File: src/rtl/riscv_multicycle.sv
// riscv_multicycle: multi-cycle RV32I-subset core with one shared memory port.
// Instructions are sequenced through FETCH/DECODE/EXECUTE/MEM/WB. Instruction
// fetches and data accesses use a single request/ready handshake that
// tolerates wait states.
// Optional feature macro: RISCV_MC_TRAP_EN. When it is defined, an undecoded
// opcode parks the core in a TRAP state and the trap output is asserted.
// When it is not defined, an undecoded opcode executes as a NOP.
module riscv_multicycle #(
    parameter int unsigned      WIDTH    = 32,
    parameter logic [WIDTH-1:0] RESET_PC = '0
) (
    input  logic             clk,
    input  logic             rst,
    output logic             mem_req,
    output logic             mem_we,
    output logic [WIDTH-1:0] mem_addr,
    output logic [WIDTH-1:0] mem_wdata,
    input  logic [WIDTH-1:0] mem_rdata,
    input  logic             mem_ready,
    output logic             retire,
    output logic [WIDTH-1:0] a0
`ifdef RISCV_MC_TRAP_EN
    ,
    output logic             trap
`endif
);

    typedef enum logic [2:0] {
        S_FETCH   = 3'd0,
        S_DECODE  = 3'd1,
        S_EXECUTE = 3'd2,
        S_MEM     = 3'd3,
        S_WB      = 3'd4,
        S_TRAP    = 3'd5
    } state_e;

    typedef enum logic [3:0] {
        OP_ADD  = 4'd0,
        OP_SUB  = 4'd1,
        OP_AND  = 4'd2,
        OP_OR   = 4'd3,
        OP_SLT  = 4'd4,
        OP_ADDI = 4'd5,
        OP_LW   = 4'd6,
        OP_SW   = 4'd7,
        OP_BEQ  = 4'd8,
        OP_BNE  = 4'd9,
        OP_JAL  = 4'd10,
        OP_LUI  = 4'd11,
        OP_BAD  = 4'd12
    } op_e;

    localparam logic [WIDTH-1:0] PC_STEP = {{(WIDTH-3){1'b0}}, 3'b100};

    // Map a raw instruction word onto the supported operation set.
    function automatic op_e decode_op(input logic [31:0] instr);
        logic [6:0] opc;
        logic [2:0] f3;
        logic [6:0] f7;
        op_e        op;
        opc = instr[6:0];
        f3  = instr[14:12];
        f7  = instr[31:25];
        op  = OP_BAD;
        case (opc)
            7'b0110011: begin
                if (f7 == 7'b0000000) begin
                    case (f3)
                        3'b000:  op = OP_ADD;
                        3'b111:  op = OP_AND;
                        3'b110:  op = OP_OR;
                        3'b010:  op = OP_SLT;
                        default: op = OP_BAD;
                    endcase
                end else if (f7 == 7'b0100000 && f3 == 3'b000) begin
                    op = OP_SUB;
                end else begin
                    op = OP_BAD;
                end
            end
            7'b0010011: op = (f3 == 3'b000) ? OP_ADDI : OP_BAD;
            7'b0000011: op = (f3 == 3'b010) ? OP_LW : OP_BAD;
            7'b0100011: op = (f3 == 3'b010) ? OP_SW : OP_BAD;
            7'b1100011: begin
                case (f3)
                    3'b000:  op = OP_BEQ;
                    3'b001:  op = OP_BNE;
                    default: op = OP_BAD;
                endcase
            end
            7'b1101111: op = OP_JAL;
            7'b0110111: op = OP_LUI;
            default:    op = OP_BAD;
        endcase
        return op;
    endfunction

    // Assemble the format-specific immediate and sign-extend it to WIDTH.
    function automatic logic [WIDTH-1:0] imm_gen(input logic [31:0] instr);
        logic [31:0] raw;
        raw = 32'h0000_0000;
        case (instr[6:0])
            7'b0010011, 7'b0000011: raw = {{20{instr[31]}}, instr[31:20]};
            7'b0100011: raw = {{20{instr[31]}}, instr[31:25], instr[11:7]};
            7'b1100011: raw = {{19{instr[31]}}, instr[31], instr[7],
                               instr[30:25], instr[11:8], 1'b0};
            7'b1101111: raw = {{11{instr[31]}}, instr[31], instr[19:12],
                               instr[20], instr[30:21], 1'b0};
            7'b0110111: raw = {instr[31:12], 12'h000};
            default:    raw = 32'h0000_0000;
        endcase
        return WIDTH'($signed(raw));
    endfunction

    state_e           state_q;
    op_e              op_q;
    logic [WIDTH-1:0] pc_q;
    logic [31:0]      ir_q;
    logic [WIDTH-1:0] rs1_q;
    logic [WIDTH-1:0] rs2_q;
    logic [WIDTH-1:0] imm_q;
    logic [WIDTH-1:0] res_q;
    logic [WIDTH-1:0] res_d;
    logic [WIDTH-1:0] rf_q [0:31];

    op_e              dec_op_s;
    logic [WIDTH-1:0] dec_imm_s;
    logic [WIDTH-1:0] pc_plus4_s;
    logic [WIDTH-1:0] pc_target_s;
    logic             br_taken_s;
    logic [4:0]       rd_s;

    assign dec_op_s    = decode_op(ir_q);
    assign dec_imm_s   = imm_gen(ir_q);
    assign pc_plus4_s  = pc_q + PC_STEP;
    assign pc_target_s = pc_q + imm_q;
    assign rd_s        = ir_q[11:7];
    assign br_taken_s  = ((op_q == OP_BEQ) && (rs1_q == rs2_q)) ||
                         ((op_q == OP_BNE) && (rs1_q != rs2_q));

    // ALU: result for the EXECUTE stage (also the lw/sw effective address).
    always_comb begin
        res_d = '0;
        case (op_q)
            OP_ADD:  res_d = rs1_q + rs2_q;
            OP_SUB:  res_d = rs1_q - rs2_q;
            OP_AND:  res_d = rs1_q & rs2_q;
            OP_OR:   res_d = rs1_q | rs2_q;
            OP_SLT:  res_d = {{(WIDTH-1){1'b0}}, ($signed(rs1_q) < $signed(rs2_q))};
            OP_ADDI, OP_LW, OP_SW: res_d = rs1_q + imm_q;
            OP_JAL:  res_d = pc_plus4_s;
            OP_LUI:  res_d = imm_q;
            default: res_d = '0;
        endcase
    end

    // Instruction sequencer and datapath registers (state, pc, operands, result).
    always_ff @(posedge clk or negedge rst) begin
        if (!rst) begin
            state_q <= S_FETCH;
            pc_q    <= RESET_PC;
            ir_q    <= 32'h0000_0000;
            op_q    <= OP_BAD;
            rs1_q   <= '0;
            rs2_q   <= '0;
            imm_q   <= '0;
            res_q   <= '0;
        end else begin
            case (state_q)
                S_FETCH: begin
                    if (mem_ready) begin
                        ir_q    <= mem_rdata[31:0];
                        state_q <= S_DECODE;
                    end
                end
                S_DECODE: begin
                    op_q  <= dec_op_s;
                    rs1_q <= rf_q[ir_q[19:15]];
                    rs2_q <= rf_q[ir_q[24:20]];
                    imm_q <= dec_imm_s;
`ifdef RISCV_MC_TRAP_EN
                    if (dec_op_s == OP_BAD) begin
                        state_q <= S_TRAP;
                    end else begin
                        state_q <= S_EXECUTE;
                    end
`else
                    state_q <= S_EXECUTE;
`endif
                end
                S_EXECUTE: begin
                    res_q <= res_d;
                    case (op_q)
                        OP_BEQ, OP_BNE: begin
                            pc_q    <= br_taken_s ? pc_target_s : pc_plus4_s;
                            state_q <= S_FETCH;
                        end
                        OP_JAL: begin
                            pc_q    <= pc_target_s;
                            state_q <= S_WB;
                        end
                        OP_LW, OP_SW: begin
                            state_q <= S_MEM;
                        end
                        OP_BAD: begin
                            pc_q    <= pc_plus4_s;
                            state_q <= S_FETCH;
                        end
                        default: begin
                            pc_q    <= pc_plus4_s;
                            state_q <= S_WB;
                        end
                    endcase
                end
                S_MEM: begin
                    if (mem_ready) begin
                        pc_q <= pc_plus4_s;
                        if (op_q == OP_LW) begin
                            res_q   <= mem_rdata;
                            state_q <= S_WB;
                        end else begin
                            state_q <= S_FETCH;
                        end
                    end
                end
                S_WB: begin
                    state_q <= S_FETCH;
                end
                S_TRAP: begin
                    state_q <= S_TRAP;
                end
                default: begin
                    state_q <= S_FETCH;
                end
            endcase
        end
    end

    // Register file: cleared on reset, written in WB; x0 is never written.
    always_ff @(posedge clk or negedge rst) begin
        if (!rst) begin
            for (int i = 0; i < 32; i++) begin
                rf_q[i] <= '0;
            end
        end else if (state_q == S_WB && rd_s != 5'd0) begin
            rf_q[rd_s] <= res_q;
        end
    end

    // Memory port and retire pulse decoded from state; forced low while in reset.
    always_comb begin
        mem_req   = 1'b0;
        mem_we    = 1'b0;
        mem_addr  = '0;
        mem_wdata = '0;
        retire    = 1'b0;
        if (rst) begin
            case (state_q)
                S_FETCH: begin
                    mem_req  = 1'b1;
                    mem_addr = pc_q;
                end
                S_MEM: begin
                    mem_req   = 1'b1;
                    mem_we    = (op_q == OP_SW);
                    mem_addr  = res_q;
                    mem_wdata = rs2_q;
                    retire    = mem_ready && (op_q == OP_SW);
                end
                S_EXECUTE: begin
                    retire = (op_q == OP_BEQ) || (op_q == OP_BNE) || (op_q == OP_BAD);
                end
                S_WB: begin
                    retire = 1'b1;
                end
                default: begin
                    retire = 1'b0;
                end
            endcase
        end else begin
            mem_req   = 1'b0;
            mem_we    = 1'b0;
            mem_addr  = '0;
            mem_wdata = '0;
            retire    = 1'b0;
        end
    end

    assign a0 = rf_q[10];

`ifdef RISCV_MC_TRAP_EN
    assign trap = (state_q == S_TRAP);
`endif

endmodule
File: config.mk
export PLATFORM = sky130hd
export DESIGN_NAME = riscv_multicycle
export DESIGN_NICKNAME = d
export VERILOG_FILES = /design/src/rtl/riscv_multicycle.sv
export SDC_FILE = /design/constraint.sdc
export NUM_CORES = 2
export LEC_CHECK = 0
export BUFFER_PORTS_ARGS = -buffer_cell sky130_fd_sc_hd__buf_2
export CAP_MARGIN = 10
export CORE_UTILIZATION = 42
export CTS_CLUSTER_SIZE = 12
export DETAILED_ROUTE_END_ITERATION = 10
export HOLD_SLACK_MARGIN = 0.1
export SETUP_SLACK_MARGIN = 0.2
export SLEW_MARGIN = 20
export SYNTH_ARGS = -nofsm -noshare
export SYNTH_HDL_FRONTEND = slang
export SYNTH_SLANG_ARGS = --single-unit
File: constraint.sdc
create_clock -name clk -period 5.52 [get_ports clk]
set_input_delay 1.104 -clock clk [delete_from_list [all_inputs] [get_ports clk]]
set_output_delay 1.104 -clock clk [all_outputs]
set_load 0.01 [all_outputs]
==> flow_metrics.tcl <==
set metrics [dict create \
    die_h_microns 413 \
    nFillCells 14800 \
    ys_async_sr_fraction_pct 100 \
    critPathArrivalTime_ns 5.25 \
    cts_tree "yes" \
    rsz0062_at_grt "false" \
    slew_headroom_pct 21.7 \
    post_cts_buffers 0 \
    ctsHtreeMaxLevel 4 \
    numCtsBuffers 138 \
    area_delta_synth_final_pct 10.1 \
    gp_congestion 0.960 \
    syn_area_sq_mm 0.0709 \
    synth.avg_cell_area_sq_um 13.3 \
    maxCapViolCount 0 \
    fin_area_sq_mm 0.0781 \
    final-max-slew-violation-count 0 \
    worst_skew_pair.late_latency_ns 0.81 \
    cts.path.max_buffers 3 \
    fin_crit_sh_pct 82.8 \
    synthFlopType "dfrtp_1" \
    register_area_sq_mm 0.0307 \
    finalHoldViolations 0 \
    cts_hold_buf 0 \
    dr.pass1.iters 6 \
    place_area_sq_mm 0.0736 \
    cp.required_ns 6.20 \
    synth.distinct_cells 83 \
    vdd_drop_max_v 0.000389 \
    first_global_vias 47500 \
    ant_nets 0 \
    antenna_found_initial 12 \
    avgRoutedWirePerCell_microns 30.2 \
    yosys_warnings 0 \
    synthCells 5314 \
    setup_viol 0 \
    ys_ff_latch 1223 \
    layout-drive-gt1-share_pct 42.3 \
    crit_path_max_fanout 47 \
    hold_path.class "in -> async" \
    critPathLaunchType "register" \
    cts_resized 0 \
    die_area_sq_mm 0.170 \
    final_nets 5384 \
    timing.fmax_mhz 219 \
    p_leak_nw 35.3 \
    tns_ns 0 \
    cts.sinks 1223 \
    grt_max_degree 176 \
    min_period_ns 4.57 \
    start_util_pct 42.3 \
    track_usage_pct 26.8 \
    vias 47600 \
    io_buffers 133 \
    place_hpwl_mm 146 \
    multi_input_area_sq_mm 0.0378 \
    p_per_area_mw_per_mm2 420 \
    skew_ns 0.0394 \
    endpoint_kind "register" \
    syn_nets 5518 \
    vias_per_cell 6.35 \
    io_pins 134 \
    core_sq_mm 0.167 \
    num_rows 150 \
    drc 0 \
    grt_pass1_wl_mm 334 \
    status "complete, no violations" \
    path_class "reg -> reg" \
    drtIter0Drc 5406 \
    final_util_pct 46.6 \
    overflow 0 \
    wl_mm 226 \
    die_w_microns 413 \
    clk_pin_slew_ns 0.06 \
    synth_edf_count 0 \
    tightest_slew_ns 1.17 \
    ys_seq_area_share_pct 43.2 \
    root_buffer "clkbuf_16" \
]
-- path summary, 6_finish.rpt --
kind	start	end	slack, ns	cells after the start
worst max-delay path	op_q[1]$_DFFE_PN0P_	res_q[28]$_DFFE_PN0P_	0.95	15
worst min-delay path	rst	rf_q[618]$_DFFE_PN0P_	0.23	1
worst max register to register	op_q[1]$_DFFE_PN0P_	res_q[28]$_DFFE_PN0P_	0.95	15
worst min register to register	rf_q[1012]$_DFFE_PN0P_	rf_q[1012]$_DFFE_PN0P_	0.39	0
max in group asynchronous	rst	ir_q[24]$_DFFE_PN0P_	3.32	3
min in group clk	rf_q[1012]$_DFFE_PN0P_	rf_q[1012]$_DFFE_PN0P_	0.39	0
-- per-stage QoR --
stage          std cells  hold WS [ns]  setup slack [ns]  power, mW
4_1_cts             7486         0.178              1.04       32.9
6_report            7493         0.227             0.951       32.8
3_5_place_dp        7244         0.383              1.08       23.6
3_3_place_gp        7244         0.376              1.10       23.6
2_1_floorplan       5314         0.441              1.17       19.3
5_1_grt             7489         0.218             0.687       34.1
-- worst max-delay path: stages, from the launching register on --
cell      delay, ns
dfrtp_1        0.65
nor2_1         0.23
nor3_4         0.20
buf_4          0.46
o21ai_0        0.21
ha_1           0.37
a21o_1         0.19
a21o_1         0.18
a21oi_1        0.18
o21ai_0        0.14
a31o_2         0.26
a31o_2         0.25
a311o_2        0.42
nand3_1        0.10
mux2_2         0.33
o311ai_1       0.24
-- cells in the final DEF (no fill, tap or decap), types with 45 or more instances in the layout --
cell type     n
clkbuf_16   139
inv_1       116
buf_4       116
a21oi_1     181
nor2_1      140
o21ai_0     228
ha_1        166
dfrtp_1    1200
mux2i_1      70
nand3_1      45
xnor2_1      61
nand2_1     260
mux2_2     1025
buf_2       132
mux4_2      640
-- logic make-up (layout without fill, tap and decap cells) --
family / Yosys count / after routing / synth area share (%)
compound gates: 731 / 731 / 6.59
xor+xnor: 104 / 104 / 1.29
fa+ha+maj: 169 / 169 / 3.02
buf+inv: 659 / 627 / 3.74
flops: 1223 / 1223 / 43.2
mux: 1735 / 1735 / 37.6
other cells: 0 / 7 / 0
simple gates: 693 / 693 / 4.56
-- area by class of cell --
type                       count  area share (%)
clock buffer                 202            5.16
antenna                        7          0.0224
sequential                  1223            39.3
inverter                     116           0.558
tap                         2204            3.53
multi-input combinational   3432            48.4
clock inverter                40           0.543
timing repair buffer         269            2.49
-- state kept, by name, indices dropped and copies added (netlist names) --
| name | cells |
|---|---|
| op_q | 4 |
| pc_q | 32 |
| rf_q | 992 |
| rs2_q | 32 |
| a0 | 32 |
| res_q | 32 |
| imm_q | 32 |
| state_q | 3 |
| ir_q | 32 |
| rs1_q | 32 |
-- power by group --
part	switching, mW	internal, mW
combinational	6.97	4.70
clock	3.93	5.23
sequential	2.18	9.76
-- synthesized netlist by cell type, types with 11 or more instances --
master    count  area (sq um)
a21o_1       34           255
o21bai_1     11          82.6
o22ai_1      17           106
inv_1       116           435
or3_1        11          68.8
ha_1        166          2080
nand3_1      46           230
nand2b_1     18           113
buf_2        40           200
nor3_1       42           210
xnor2_1      61           534
o21ai_1      15          75.1
a21oi_1     182           911
dfrtp_1    1221         30600
a211oi_1     14           105
buf_4        34           255
a22o_1       41           359
mux2i_1      70           701
mux2_2     1025         11500
nor4_1       15          93.8
a221oi_1     42           368
nor2b_1      11          68.8
and3_1       18           113
a31oi_1      21           131
clkbuf_1    373          1400
mux4_2      640         14400
nor2_1      150           563
o21ai_0     228          1140
nand2_1     280          1050
nand4_1      19           119
buf_1        95           357
o21a_1       12          90.1
xor2_1       43           377
and2_1       42           263
o31ai_1      12          90.1
a22oi_1      19           143
-- per-layer routing --
layer | wire, microns | part of all wire [%] | track usage [%] | vias to the layer above
met1 | 98500 | 44 | 38.7 | 25400
met5 | 43 | 0.019 | 0 | -
met4 | 6990 | 3.1 | 8.78 | 6
met3 | 18000 | 7.9 | 5.12 | 378
li1 | - | - | - | 19900
met2 | 103000 | 45 | 40.6 | 1926
Note: power is estimated with default switching activity, not from simulation.
